`config.mk`:
```
export PLATFORM = sky130hd
export DESIGN_NAME = mem_arbiter
export DESIGN_NICKNAME = d
export VERILOG_FILES = /design/src/rtl/mem_arb_pkg.sv /design/src/rtl/mem_arb_fbuf.sv /design/src/rtl/mem_arbiter.sv
export SDC_FILE = /design/constraint.sdc
export NUM_CORES = 1
export LEC_CHECK = 0
export ABC_CLOCK_PERIOD_IN_PS = 4980
export CAP_MARGIN = 20
export CORE_MARGIN = 5
export CORE_UTILIZATION = 46
export CTS_CLUSTER_DIAMETER = 40
export DETAILED_ROUTE_END_ITERATION = 16
export PLACE_DENSITY = 0.87
export SYNTH_ARGS = -nofsm -noshare
export SYNTH_HDL_FRONTEND = slang
export SYNTH_SLANG_ARGS = --single-unit
```
`constraint.sdc`:
```
create_clock -name clk -period 4.98 [get_ports clk]
set_input_delay 0.996 -clock clk [delete_from_list [all_inputs] [get_ports clk]]
set_output_delay 0.996 -clock clk [all_outputs]
set_load 0.03 [all_outputs]
```
`src/rtl/mem_arb_pkg.sv`:
```
// rtl/mem_arb_pkg.sv - Shared types and constants for the memory arbiter.
package mem_arb_pkg;

    typedef enum logic {
        IDLE = 1'b0,
        WAIT = 1'b1
    } arb_state_t;

    typedef enum logic {
        OWN_D = 1'b0,
        OWN_I = 1'b1
    } arb_owner_t;

    // Returned to the owning port when the memory never acknowledges.
    localparam logic [31:0] ARB_ERR_DATA = 32'hDEAD_BEEF;

endpackage

```
`src/rtl/mem_arb_fbuf.sv`:
```
// rtl/mem_arb_fbuf.sv - One-entry fetch buffer: word tag, data, valid, hit compare, write-invalidate.
module mem_arb_fbuf
    import mem_arb_pkg::*;
(
    input  logic        clk,
    input  logic        rst,
    input  logic [29:0] i_lookup_tag,
    input  logic        i_fill,
    input  logic [29:0] i_fill_tag,
    input  logic [31:0] i_fill_data,
    input  logic        i_inv,
    input  logic [29:0] i_inv_tag,
    output logic        o_hit,
    output logic [31:0] o_data
);

    logic        r_valid;
    logic [29:0] r_tag;
    logic [31:0] r_data;

    always_ff @(posedge clk or negedge rst) begin
        if (!rst) begin
            r_valid <= 1'b0;
            r_tag   <= '0;
            r_data  <= '0;
        end else if (i_fill) begin
            r_valid <= 1'b1;
            r_tag   <= i_fill_tag;
            r_data  <= i_fill_data;
        end else if (i_inv && (i_inv_tag == r_tag)) begin
            r_valid <= 1'b0;
        end
    end

    assign o_hit  = r_valid && (r_tag == i_lookup_tag);
    assign o_data = r_data;

endmodule

```
`src/rtl/mem_arbiter.sv`:
```
// rtl/mem_arbiter.sv - Arbitrates one single-port memory between fetch and data ports, data first.
// Optional one-entry fetch buffer enabled by defining MEM_ARB_FBUF_EN.
module mem_arbiter
    import mem_arb_pkg::*;
#(
    parameter int TIMEOUT = 255
) (
    input  logic        clk,
    input  logic        rst,
    input  logic        if_req,
    input  logic [31:0] if_addr,
    output logic [31:0] if_rdata,
    output logic        if_done,
    input  logic        d_req,
    input  logic        d_we,
    input  logic [31:0] d_addr,
    input  logic [31:0] d_wdata,
    output logic [31:0] d_rdata,
    output logic        d_done,
    output logic        stall,
    output logic        m_req,
    output logic        m_we,
    output logic [31:0] m_addr,
    output logic [31:0] m_wdata,
    input  logic [31:0] m_rdata,
    input  logic        m_ack,
    output logic        err
);

    localparam int CNT_W = $clog2(TIMEOUT + 1);

    arb_state_t       r_state;
    arb_state_t       w_state_nxt;
    arb_owner_t       r_owner;
    logic [CNT_W-1:0] r_cnt;
    logic             r_m_we;
    logic [31:0]      r_m_addr;
    logic [31:0]      r_m_wdata;
    logic [31:0]      r_if_rdata;
    logic [31:0]      r_d_rdata;
    logic             r_if_done;
    logic             r_d_done;
    logic             r_err;

    logic             w_pend_d;
    logic             w_pend_i;
    logic             w_stall;
    logic             w_issue_d;
    logic             w_issue_i;
    logic             w_hit_done;
    logic             w_ack_done;
    logic             w_tmo;
    logic             w_fb_hit;
    logic [31:0]      w_fb_data;
    logic [31:0]      w_fin_data;

    assign w_pend_d = d_req && !r_d_done;
    assign w_pend_i = if_req && !r_if_done;
    assign w_stall  = w_pend_d || w_pend_i;

`ifdef MEM_ARB_FBUF_EN
    mem_arb_fbuf u_fbuf (
        .clk          (clk),
        .rst          (rst),
        .i_lookup_tag (if_addr[31:2]),
        .i_fill       (w_ack_done && (r_owner == OWN_I)),
        .i_fill_tag   (r_m_addr[31:2]),
        .i_fill_data  (m_rdata),
        .i_inv        (w_issue_d && d_we),
        .i_inv_tag    (d_addr[31:2]),
        .o_hit        (w_fb_hit),
        .o_data       (w_fb_data)
    );
`else
    assign w_fb_hit  = 1'b0;
    assign w_fb_data = '0;
`endif

    always_ff @(posedge clk or negedge rst) begin
        if (!rst) begin
            r_state <= IDLE;
        end else begin
            r_state <= w_state_nxt;
        end
    end

    always_comb begin
        w_state_nxt = r_state;
        w_issue_d   = 1'b0;
        w_issue_i   = 1'b0;
        w_hit_done  = 1'b0;
        w_ack_done  = 1'b0;
        w_tmo       = 1'b0;
        case (r_state)
            IDLE: begin
                if (w_pend_d) begin
                    w_issue_d   = 1'b1;
                    w_state_nxt = WAIT;
                end else if (w_pend_i && w_fb_hit) begin
                    w_hit_done  = 1'b1;
                end else if (w_pend_i) begin
                    w_issue_i   = 1'b1;
                    w_state_nxt = WAIT;
                end
            end
            WAIT: begin
                if (m_ack) begin
                    w_ack_done  = 1'b1;
                    w_state_nxt = IDLE;
                end else if (r_cnt == CNT_W'(TIMEOUT - 1)) begin
                    w_tmo       = 1'b1;
                    w_state_nxt = IDLE;
                end
            end
            default: w_state_nxt = IDLE;
        endcase
    end

    assign w_fin_data = w_ack_done ? m_rdata : ARB_ERR_DATA;

    always_ff @(posedge clk or negedge rst) begin
        if (!rst) begin
            r_owner    <= OWN_D;
            r_cnt      <= '0;
            r_m_we     <= 1'b0;
            r_m_addr   <= '0;
            r_m_wdata  <= '0;
            r_if_rdata <= '0;
            r_d_rdata  <= '0;
            r_if_done  <= 1'b0;
            r_d_done   <= 1'b0;
            r_err      <= 1'b0;
        end else begin
            if (w_issue_d) begin
                r_owner   <= OWN_D;
                r_m_we    <= d_we;
                r_m_addr  <= d_addr;
                r_m_wdata <= d_wdata;
            end
            if (w_issue_i) begin
                r_owner  <= OWN_I;
                r_m_we   <= 1'b0;
                r_m_addr <= if_addr;
            end

            if (r_state == IDLE) begin
                r_cnt <= '0;
            end else if (!m_ack) begin
                r_cnt <= r_cnt + CNT_W'(1);
            end

            // Clears first so a completion in the same edge wins.
            if (!w_stall || !d_req) begin
                r_d_done <= 1'b0;
            end
            if (!w_stall || !if_req) begin
                r_if_done <= 1'b0;
            end

            if (w_ack_done || w_tmo) begin
                if (r_owner == OWN_D) begin
                    if (w_tmo || !r_m_we) begin
                        r_d_rdata <= w_fin_data;
                    end
                    r_d_done <= 1'b1;
                end else begin
                    r_if_rdata <= w_fin_data;
                    r_if_done  <= 1'b1;
                end
            end
            if (w_hit_done) begin
                r_if_rdata <= w_fb_data;
                r_if_done  <= 1'b1;
            end

            if (w_tmo) begin
                r_err <= 1'b1;
            end
        end
    end

    assign stall    = w_stall;
    assign m_req    = (r_state == WAIT);
    assign m_we     = r_m_we;
    assign m_addr   = r_m_addr;
    assign m_wdata  = r_m_wdata;
    assign if_rdata = r_if_rdata;
    assign if_done  = r_if_done;
    assign d_rdata  = r_d_rdata;
    assign d_done   = r_d_done;
    assign err      = r_err;

endmodule

```
# [After elaboration in Yosys (flattened, before gate mapping)]
# Index checks and enable logic that the tools add are counted.
[op_classes] n_addsub=1 mul=0 div_mod_pow=0 order_cmp=0 n_eq_ne=2 n_shift=0 n_mux=29 bitwise=2 n_reduce_logical=16
[ops] cell="$mux 32" n=3
[ops] cell="$mux 1" n=23
[ops] cell="$mux 8" n=2
[ops] cell="$add 8x1->8 const B" n=1
[ops] cell="$eq 8x8->1 const B" n=1
[ops] cell="$logic_not 1->1" n=6
[ops] cell="$logic_or 1x1->1" n=5
[ops] cell="$reduce_and 3->1" n=1
[ops] cell="$logic_and 1x1->1" n=2
[ops] cell="$ne 2x2->1 const B" n=1
[ops] cell="$not 1->1" n=2
[ops] cell="$pmux 1 s2" n=1
[ops] cell="$reduce_and 2->1" n=1
[ops] cell="$reduce_bool 2->1" n=1
[word_totals] register_bits=142 latch_bits=0 mem_bits_rw=0 mem_bits_ro=0 word_cells=61 mem_count=0

# [Depth between registers and ports, before layout]
# Gate-level depths: netlist of the first run.
[logic_depth] word_depth=8 depth_mapped=6 mapped_depth_nobuf=5

# [Least setup slack after synthesis of the first run]
# OpenSTA, ideal clock, no wires.
[synth_timing] path_type="in2out" startpoint="input d_req" endpoint="output stall" arrival_time_ns=1.580 required_time_ns=3.984 slack_ns=2.404 stages=4 cell_sequence="nand2b_4 > buf_6 > clkbuf_1 > nand2_1"
[synth_via] elab_chain_cells=2
[synth_rtl] element="from (decl)" line="mem_arbiter.sv:14" rtl="input logic d_req,"
[synth_rtl] element="$logic_and 1x1->1" line="mem_arbiter.sv:57" rtl="assign w_pend_d = d_req && !r_d_done;"
[synth_rtl] element="$logic_or 1x1->1" line="mem_arbiter.sv:59" rtl="assign w_stall = w_pend_d || w_pend_i;"
[synth_rtl] element="to (decl)" line="mem_arbiter.sv:20" rtl="output logic stall,"
# Every way passes these cells.

# [Worst setup path in the final report of the first run]
# Same ends and word-level chain as after synthesis.

==> metrics.md, run 1 <==
| Metric | Value |
|---|---|
| Outcome | complete, no violations |
| Setup crit end kind | primary output |
| Netlist Area Pre-Place | 6120 sq um |
| Final number of max-transition violations | 0 |
| Starting Density | 0.466 |
| Crit path DAT | 2.60 ns |
| Ys flop type | dfrtp_1 |
| GRT Total Usage | 0.245 |
| Max IR drop VDD | 473 uV |
| CP Max Fanout | 36 |
| 1st-iter DRT viols | 474 |
| Crit. Startpoint | d_req |
| Vias per Instance | 5.62 |
| WP buf/inv | 2 |
| Final count of negative-setup-slack endpoints | 0 |
| Die Area | 15700 sq um |
| I/O pin cnt | 268 |
| Ys async rst share | 1.00 |
| Ant diodes | 0 |
| CP required | 3.98 ns |
| DR pass1 iterations | 6 |
| Top-area cell type share of the netlist area | 0.580 |
| Finished Layout Cells | 965 |
| Worst-margin pin slew | 1.05 ns |
| Multi-input gate area | 2210 sq um |
| Avg WL per Cell | 20.2 um |
| Via Count | 5422 |
| Hold Startpoint | err$_DFFE_PN0P_ |
| Max-Slew Margin vs Limit | 0.294 |
| NumNets Final | 912 |
| Fmax | 0.278 GHz |
| Reg2reg start | m_req$_DFF_PN0_ |
| Clk_skew | 0.00765 ns |
| Latest clock arrival within the worst-skew pair | 0.41 ns |
| Share of layout cells above drive strength 1 | 0.108 |
| Tcrit/Tclk final | 0.721 |
| Cells after Synth | 528 |
| Row count | 42 |
| Most frequent CP cell | clkdlybuf4s50_1 |
| Hold path depth | 1 |
| Worst R2R Path Depth | 3 |
| DRC errors left | 0 |
| Die Wd | 125 um |
| Sum Neg Setup Slack | 0 ns |
| IO Port Bufs | 267 |
| Pin count of the biggest net entering global routing | 106 |
| Top cell family by delay on the critical path | buffers and inverters |
| CP max-delay cell | clkdlybuf4s50_1 |
| Clock buffers created by TritonCTS | 17 |
| Startpoint Class | input pin |
| TritonCTS clock tree | done |
| Post-synth EDFFs | 0 |
| Minimum clock period | 3.59 ns |
| Post-route ant nets | 0 |
| Util after Layout | 0.717 |
| Vias in the first global route | 5673 |
| Clock sinks | 142 |
| RSZ-0062 raised after global routing | no |
| Synth area leaders | dfrtp_1 (58%), mux2_2 (5.9%), o22ai_1 (5.1%) |
| Mean post-synth cell area | 11.6 sq um |
| Pre-CTS setup slack | 1.41 ns |
| Final hold slack | 0.457 ns |
| Leakage | 4.06 nW |
| # hold bufs at CTS | 0 |
| PwrDens | 735 nW/um^2 |
| Most frequent cell after synthesis | dfrtp_1 |
| Fillers | 919 |
| CTS max path bufs | 2 |
| Sequential cell area | 3550 sq um |
| Post-route total power | 6.92 mW |
| R2r endpoint | if_rdata[9]$_DFFE_PN0P_ |
| Syn Nets | 664 |
| Crit-path cells | clkdlybuf4s50_1 > nand2b_4 > nand2_1 > clkdlybuf4s50_1 |
| CTS H-tree depth | 4 |
| Max cap viols | 0 |
| Kind of critical path | input pin to primary output |
| Post-route cell area | 9420 sq um |
| Die height | 125 um |
| Initial antenna violation count | 0 |
| Placed Instance Area | 8790 sq um |
| Clock root cell | clkbuf_16 |
| Post_cts resized | 0 |
| First-pass GRT wire length | 30800 um |
| Synthesized flop and latch total | 142 |
| Hold Path End | err$_DFFE_PN0P_ |
| Setup slack, reg-to-reg | 2.63 ns |
| Commonest cells in the netlist | dfrtp_1 (142), o22ai_1 (50), a21oi_1 (48) |
| DP HPWL | 13700 um |
| Post-synthesis sequential area ratio | 0.580 |
| Gpl congestion | 0.842 |
| Setup repair bufs after CTS | 0 |
| WL final | 19500 um |
| Synth warn | 0 |
| CORE AREA | 13100 sq um |
| Crit path setup slack, layout | 1.39 ns |
| Placed cell count | 930 |
| Gr ovfl total | 0 |
| Final Hold Viols | 0 |
| Area Overhead vs Synth | 53.9% |
| Crit-path max cell delay | 0.68 ns |
| Min-delay worst type | flop to flop |
| Distinct cells, synth | 43 |
| Leading area contributor after synthesis | dfrtp_1 |
| Clock slew at reported path FFs | 0.06 ns |
## power by group
part / total, mW / leakage (nW) / switching [mW] / internal, mW
combinational: 3.60 / 2.04 / 2.00 / 1.60
sequential: 2.08 / 1.75 / 0.407 / 1.68
clock: 1.24 / 0.282 / 0.487 / 0.749
## worst max-delay path by stage
stage	depth (start not counted)	endpoint	slack, ns
after CTS	4	stall	1.41
after floorplan	4	stall	2.40
final	4	stall	1.39
after detailed placement	4	stall	1.41
after global routing	4	stall	1.34
after global placement	4	stall	1.42
## routing by layer
metal  track usage  part of all wire  vias up
li1              -                 -     2436
met2         0.411              0.50      272
met1         0.299              0.40     2654
met5             0                 0        -
met3        0.0593             0.064       60
met4         0.112             0.041        0
## cells by family after synthesis
| logic type | after synthesis | share of synthesized area |
|---|---|---|
| AOI/OAI and AO/OA | 170 | 0.192 |
| DFF | 142 | 0.580 |
| and+or+nand+nor | 105 | 0.0961 |
| buffers and inverters | 71 | 0.0597 |
| muxes | 34 | 0.0621 |
| xor gates and xnor gates | 4 | 0.00572 |
| adders and majority gates | 2 | 0.00409 |
## cell usage in the layout (no fill, tap or decap), types with 3 or more instances in the layout
cell type	n
clkbuf_16	17
nand2_1	16
and3_1	30
clkinv_2	5
o22ai_1	50
a221o_1	29
a21oi_1	48
o21ai_0	6
clkinvlp_4	3
nand3_1	3
o21ai_1	4
a21o_1	10
dfrtp_1	142
buf_4	5
clkdlybuf4s50_1	266
nor2_1	26
and2_1	7
inv_1	25
xnor2_1	4
a22o_1	9
mux2_2	32
and3_2	3
nand2b_1	6
a221o_2	3
a22oi_1	8
nand4b_1	3
## state kept, by name, summed over array words and instances, names as in the netlist
register  cells
m_we          1
m_req         1
d_done        1
if_rdata     32
r_cnt         8
m_addr       32
if_done       1
r_owner       1
m_wdata      32
err           1
d_rdata      32
## area by class of cell
type / count / share of cell area
Sequential cell: 142 / 0.377
Timing Repair Buffer: 275 / 0.293
Multi-Input combinational cell: 315 / 0.235
Clock buffer: 18 / 0.0466
Tap cell: 176 / 0.0234
Clock inverter: 14 / 0.0151
Inverter: 25 / 0.00996
(Power assumes the default switching activity.)
==> run 2: changes to the inputs <==
--- a/config.mk
+++ b/config.mk
@@ -5,13 +5,13 @@
 export SDC_FILE = /design/constraint.sdc
 export NUM_CORES = 1
 export LEC_CHECK = 0
-export ABC_CLOCK_PERIOD_IN_PS = 4980
+export ABC_CLOCK_PERIOD_IN_PS = 3000
 export CAP_MARGIN = 20
 export CORE_MARGIN = 5
-export CORE_UTILIZATION = 46
+export CORE_UTILIZATION = 38
 export CTS_CLUSTER_DIAMETER = 40
 export DETAILED_ROUTE_END_ITERATION = 16
-export PLACE_DENSITY = 0.87
+export PLACE_DENSITY = 0.76
 export SYNTH_ARGS = -nofsm -noshare
 export SYNTH_HDL_FRONTEND = slang
 export SYNTH_SLANG_ARGS = --single-unit
==> constraint.sdc (replaced) <==
create_clock -name clk -period 3 [get_ports clk]
set_input_delay 0.6 -clock clk [delete_from_list [all_inputs] [get_ports clk]]
set_output_delay 0.6 -clock clk [all_outputs]
set_load 0.03 [all_outputs]
==> metrics.md, run 2 (synthesized netlist as in run 1, its figures left out) <==
| Metric | Value |
|---|---|
| PwrDens | 1200 nW/um^2 (+64%) |
| Finished Layout Cells | 1015 (+5.2%) |
| Clock root cell | clkbuf_16 |
| CP required | 2.40 ns (-1.58 ns) |
| Max cap viols | 0 (unchanged) |
| CTS H-tree depth | 4 (unchanged) |
| Latest clock arrival within the worst-skew pair | 0.42 ns (about the same) |
| RSZ-0062 raised after global routing | no |
| Gr ovfl total | 0 (unchanged) |
| Outcome | complete, no violations |
| CTS max path bufs | 2 (unchanged) |
| WL final | 20000 um (+2.7%) |
| Die height | 137 um (+9.2%) |
| TritonCTS clock tree | done |
| Minimum clock period | 2.57 ns |
| Max IR drop VDD | 679 uV (+43%) |
| Pin count of the biggest net entering global routing | 71 (-33%) |
| Via Count | 5456 (+0.63%) |
| DRC errors left | 0 (unchanged) |
| # hold bufs at CTS | 0 (unchanged) |
| Vias per Instance | 5.38 (-4.3%) |
| Final number of max-transition violations | 0 (unchanged) |
| Tcrit/Tclk final | 0.857 |
| Clock slew at reported path FFs | 0.06 ns (about the same) |
| Post-route ant nets | 0 (unchanged) |
| Gpl congestion | 0.870 (+3.3%) |
| 1st-iter DRT viols | 281 (-41%) |
| Fmax | 0.389 GHz |
| Die Area | 18700 sq um (+19%) |
| I/O pin cnt | 268 (unchanged) |
| Area Overhead vs Synth | 56.1% |
| Clock buffers created by TritonCTS | 17 (unchanged) |
| Avg WL per Cell | 19.7 um (-2.4%) |
| Clk_skew | 0.00842 ns (+0.000776 ns) |
| Worst-margin pin slew | 1.03 ns (-0.0251 ns) |
| Ant diodes | 0 (unchanged) |
| Placed Instance Area | 8980 sq um (+2.1%) |
| First-pass GRT wire length | 30700 um (-0.25%) |
| Commonest non-fill, non-tap cell in the layout | clkdlybuf4s50_1 |
| Placed cell count | 983 (+5.7%) |
| DR pass1 iterations | 5 (-1) |
| Kind of critical path | input pin to primary output |
| Min-delay worst type | input pin to asynchronous set/reset pin |
| Setup repair bufs after CTS | 0 (unchanged) |
| Max-Slew Margin vs Limit | 0.311 (+0.0168) |
| Sum Neg Setup Slack | 0 ns (unchanged) |
| IO Port Bufs | 267 (unchanged) |
| Final Hold Viols | 0 (unchanged) |
| NumNets Final | 922 (+1.1%) |
| Die Wd | 137 um (+9.2%) |
| Clock sinks | 142 (unchanged) |
| Startpoint Class | input pin |
| Setup crit end kind | primary output |
| Vias in the first global route | 5731 (+1.0%) |
| GRT Total Usage | 0.210 (-0.0344) |
| DP HPWL | 14400 um (+5.5%) |
| Post_cts resized | 0 (unchanged) |
| Util after Layout | 0.604 (-0.113) |
| Post-route cell area | 9560 sq um (+1.5%) |
| Final count of negative-setup-slack endpoints | 0 (unchanged) |
| CP Max Fanout | 3 (-92%) |
| CORE AREA | 15800 sq um (+20%) |
| Row count | 46 (+9.5%) |
| Starting Density | 0.387 (-0.0792) |
| Initial antenna violation count | 0 (unchanged) |
| Crit path DAT | 1.97 ns (-0.63 ns) |
| Share of layout cells above drive strength 1 | 0.118 (+0.00992) |
| Most frequent cells in the layout | clkdlybuf4s50_1 (266), dfrtp_1 (142), o22ai_1 (50) |
| Final hold slack | 0.186 ns (-0.272 ns) |
| Leakage | 4.11 nW (+1.1%) |
## run 2: cell count changes in the layout (fill, tap and decap cells not counted)
cell       change
buf_4         +10
clkbuf_8       +4
buf_12         +3
clkinv_2       -3
clkbuf_1       +2
buf_16         -1
buf_8          -1
bufinv_16      -1
clkbuf_2       -1
clkinv_4       -1
inv_6          -1
nor2b_1        -1
nor2b_2        +1
## run 2: final cells by class
class,instances,area [sq um]
clock inverters,8,80.1
repair buffers,285,2850
clock buffers,24,502
flip-flops and latches,142,3550
multi-input cells,315,2210
well taps,216,270
inverters,25,93.8
fillers,1268,6270
## run 2: where the power goes
| group | internal [mW] | switching, mW | leakage, nW | total [mW] |
|---|---|---|---|---|
| registers | 2.79 | 0.654 | 1.75 | 3.44 |
| logic | 2.69 | 3.33 | 2.09 | 6.02 |
| clock network | 1.25 | 0.802 | 0.279 | 2.05 |
## run 2: per-layer routing
| layer | vias to the layer above | GRT usage | routed length (um) |
|---|---|---|---|
| li1 | 2463 | - | - |
| met1 | 2713 | 0.261 | 8020 |
| met2 | 234 | 0.353 | 10100 |
| met3 | 46 | 0.0423 | 1230 |
| met4 | 0 | 0.0959 | 612 |
| met5 | - | 0 | 0 |
## run 2: path summary, 6_finish.rpt
check                                     start                        to  slack, ns  depth (start not counted)
max in group asynchronous                   rst    m_addr[27]$_DFFE_PN0P_       2.00                          2
worst min-delay path                        rst  if_rdata[18]$_DFFE_PN0P_       0.19                          1
min in group clk                err$_DFFE_PN0P_           err$_DFFE_PN0P_       0.46                          1
worst max-delay path                     if_req                     stall       0.43                          4
worst min register to register  err$_DFFE_PN0P_           err$_DFFE_PN0P_       0.46                          1
worst max register to register  m_req$_DFF_PN0_   d_rdata[19]$_DFFE_PN0P_       1.00                          4
## run 2: through the flow
stage	power, mW	worst slack, ns
after floorplan	6.99	1.17
after global placement	9.30	0.444
after detailed placement	9.48	0.438
after CTS	11.6	0.429
after global routing	12.1	0.355
final	11.5	0.430
## run 2: worst max-delay path, stage by stage
cell	delay (ns)
clkdlybuf4s50_1	0.50
nand2b_1	0.11
nand2_1	0.09
clkdlybuf4s50_1	0.67
==> run 3: changes to the inputs <==
--- a/config.mk
+++ b/config.mk
@@ -7,11 +7,13 @@
 export LEC_CHECK = 0
 export ABC_CLOCK_PERIOD_IN_PS = 3000
 export CAP_MARGIN = 20
+export CELL_PAD_IN_SITES_DETAIL_PLACEMENT = 1
+export CELL_PAD_IN_SITES_GLOBAL_PLACEMENT = 1
 export CORE_MARGIN = 5
-export CORE_UTILIZATION = 38
+export CORE_UTILIZATION = 29
 export CTS_CLUSTER_DIAMETER = 40
 export DETAILED_ROUTE_END_ITERATION = 16
-export PLACE_DENSITY = 0.76
+export PLACE_DENSITY_LB_ADDON = 0.1
 export SYNTH_ARGS = -nofsm -noshare
 export SYNTH_HDL_FRONTEND = slang
 export SYNTH_SLANG_ARGS = --single-unit
==> metrics.md, run 3 (synthesized netlist as in run 1, its figures left out) <==
| Metric | Value |
|---|---|
| IO Port Bufs | 267 (unchanged) |
| Die Wd | 155 um (+13%) |
| NumNets Final | 923 (+0.11%) |
| Tcrit/Tclk final | 0.862 (+0.00494) |
| Most used routing layer | met2 |
| R2r endpoint | m_addr[1]$_DFFE_PN0P_ |
| Met3 global-route usage | 0.0526 (+0.0103) |
| I/O pin cnt | 268 (unchanged) |
| Post_cts resized | 0 (unchanged) |
| DRC errors left | 0 (unchanged) |
| Die height | 155 um (+13%) |
| WL final | 22100 um (+11%) |
| Clk_skew | 0.0106 ns (+0.00217 ns) |
| GRT Total Usage | 0.183 (-0.0277) |
| PwrDens | 1210 nW/um^2 (+0.18%) |
| Gr ovfl total | 0 (unchanged) |
| Crit path DAT | 1.98 ns (about the same) |
| Vias in the first global route | 5977 (+4.3%) |
| Util after Layout | 0.462 (-0.142) |
| Latest clock arrival within the worst-skew pair | 0.42 ns (about the same) |
| Clock sinks | 142 (unchanged) |
| # hold bufs at CTS | 0 (unchanged) |
| Fillers | 2244 (+77%) |
| 1st-iter DRT viols | 154 (-45%) |
| Most frequent cells in the layout | clkdlybuf4s50_1 (266), dfrtp_1 (142), o22ai_1 (50) |
| Startpoint Class | input pin |
| Crit path setup slack, layout | 0.415 ns (-0.0148 ns) |
| Clock root cell | clkbuf_16 |
| Clock slew at reported path FFs | 0.06 ns (about the same) |
| Worst-margin pin slew | 1.03 ns (-0.00319 ns) |
| DP HPWL | 16400 um (+14%) |
| Max-Slew Margin vs Limit | 0.316 (+0.00523) |
| Worst R2R Path Depth | 5 (+1) |
| Gpl congestion | 0.743 (-15%) |
| Post-route total power | 11.6 mW (+1.2%) |
| Max cap viols | 0 (unchanged) |
| Area Overhead vs Synth | 57.7% |
| Setup slack, reg-to-reg | 1.04 ns (+0.04 ns) |
| TritonCTS clock tree | done |
| Starting Density | 0.293 (-0.0937) |
| Clock buffers created by TritonCTS | 17 (unchanged) |
| Fmax | 0.387 GHz (-0.57%) |
| Reg2reg start | d_done$_DFF_PN0_ |
| Minimum clock period | 2.58 ns (+0.0148 ns) |
| Leakage | 4.12 nW (+0.29%) |
| Avg WL per Cell | 20.6 um (+4.5%) |
| Final count of negative-setup-slack endpoints | 0 (unchanged) |
| Final hold slack | 0.192 ns (+0.00598 ns) |
| Sequential cell area | 3550 sq um (unchanged) |
| CORE AREA | 20900 sq um (+32%) |
| Die Area | 24100 sq um (+29%) |
| Pre-CTS setup slack | 0.390 ns (-0.0476 ns) |
| First-pass GRT wire length | 34600 um (+13%) |
| DR pass1 iterations | 4 (-1) |
| CP required | 2.40 ns (about the same) |
| Pin count of the biggest net entering global routing | 74 (+4.2%) |
| Outcome | complete, no violations |
| Vias per Instance | 4.99 (-7.1%) |
| Min-delay worst type | input pin to asynchronous set/reset pin |
| CP Max Fanout | 3 (unchanged) |
| GR met2 Demand/Resource | 0.321 (-0.0319) |
| Sum Neg Setup Slack | 0 ns (unchanged) |
| Kind of critical path | input pin to primary output |
| Commonest non-fill, non-tap cell in the layout | clkdlybuf4s50_1 |
| Max IR drop VDD | 427 uV (-37%) |
| Ant diodes | 0 (unchanged) |
| Setup crit end kind | primary output |
| Post-route ant nets | 0 (unchanged) |
| Initial antenna violation count | 0 (unchanged) |
| Via Count | 5369 (-1.6%) |
| Share of layout cells above drive strength 1 | 0.119 (+0.00110) |
| Multi-input gate area | 2220 sq um (+0.51%) |
| CTS H-tree depth | 4 (unchanged) |
| Final number of max-transition violations | 0 (unchanged) |
| Met1 usage | 0.214 (-0.0472) |
| Setup repair bufs after CTS | 0 (unchanged) |
| Final Hold Viols | 0 (unchanged) |
| RSZ-0062 raised after global routing | no |
| Row count | 53 (+15%) |
| CTS max path bufs | 2 (unchanged) |
[run 3: metrics by stage]
| stage | area (sq um) | instances |
|---|---|---|
| global placement | 9060 | 1043 |
| detailed placement | 9060 | 1043 |
| finish | 9650 | 1075 |
| floorplan | 6120 | 528 |
| CTS | 9650 | 1075 |
| global route | 9650 | 1075 |
[run 3: final cells by class]
| cell class | instances | area share |
|---|---|---|
| repair buffers | 286 | 0.294 |
| clock inverters | 13 | 0.0170 |
| flip-flops and latches | 142 | 0.368 |
| inverters | 25 | 0.00972 |
| clock buffers | 19 | 0.0448 |
| well taps | 275 | 0.0356 |
| multi-input cells | 315 | 0.230 |
[run 3: power by group]
part           internal, mW  switching [mW]  total (mW)
Sequential             2.79           0.646        3.43
Clock                  1.31           0.845        2.16
Combinational          2.67            3.39        6.06
Total                  6.77            4.88        11.6
[run 3: worst max-delay path by stage]
stage | from | depth (start not counted) | slack (ns) | end
finish | if_req | 4 | 0.42 | stall
global route | if_req | 4 | 0.37 | stall
CTS | if_req | 4 | 0.40 | stall
detailed placement | d_req | 6 | 0.39 | m_addr[1]$_DFFE_PN0P_
global placement | if_req | 4 | 0.40 | stall
floorplan | d_done$_DFF_PN0_ | 4 | 1.17 | stall
[run 3: critical path, stage by stage]
cell and delay [ns]:
clkdlybuf4s50_1 0.50, nand2b_1 0.12, nand2_1 0.09, clkdlybuf4s50_1 0.67
[run 3: routing by layer]
layer,up-vias,routed length [um],share of wire
met3,28,1310,0.059
li1,2459,-,-
met2,148,11500,0.52
met1,2734,8800,0.40
met4,0,503,0.023
met5,-,0,0
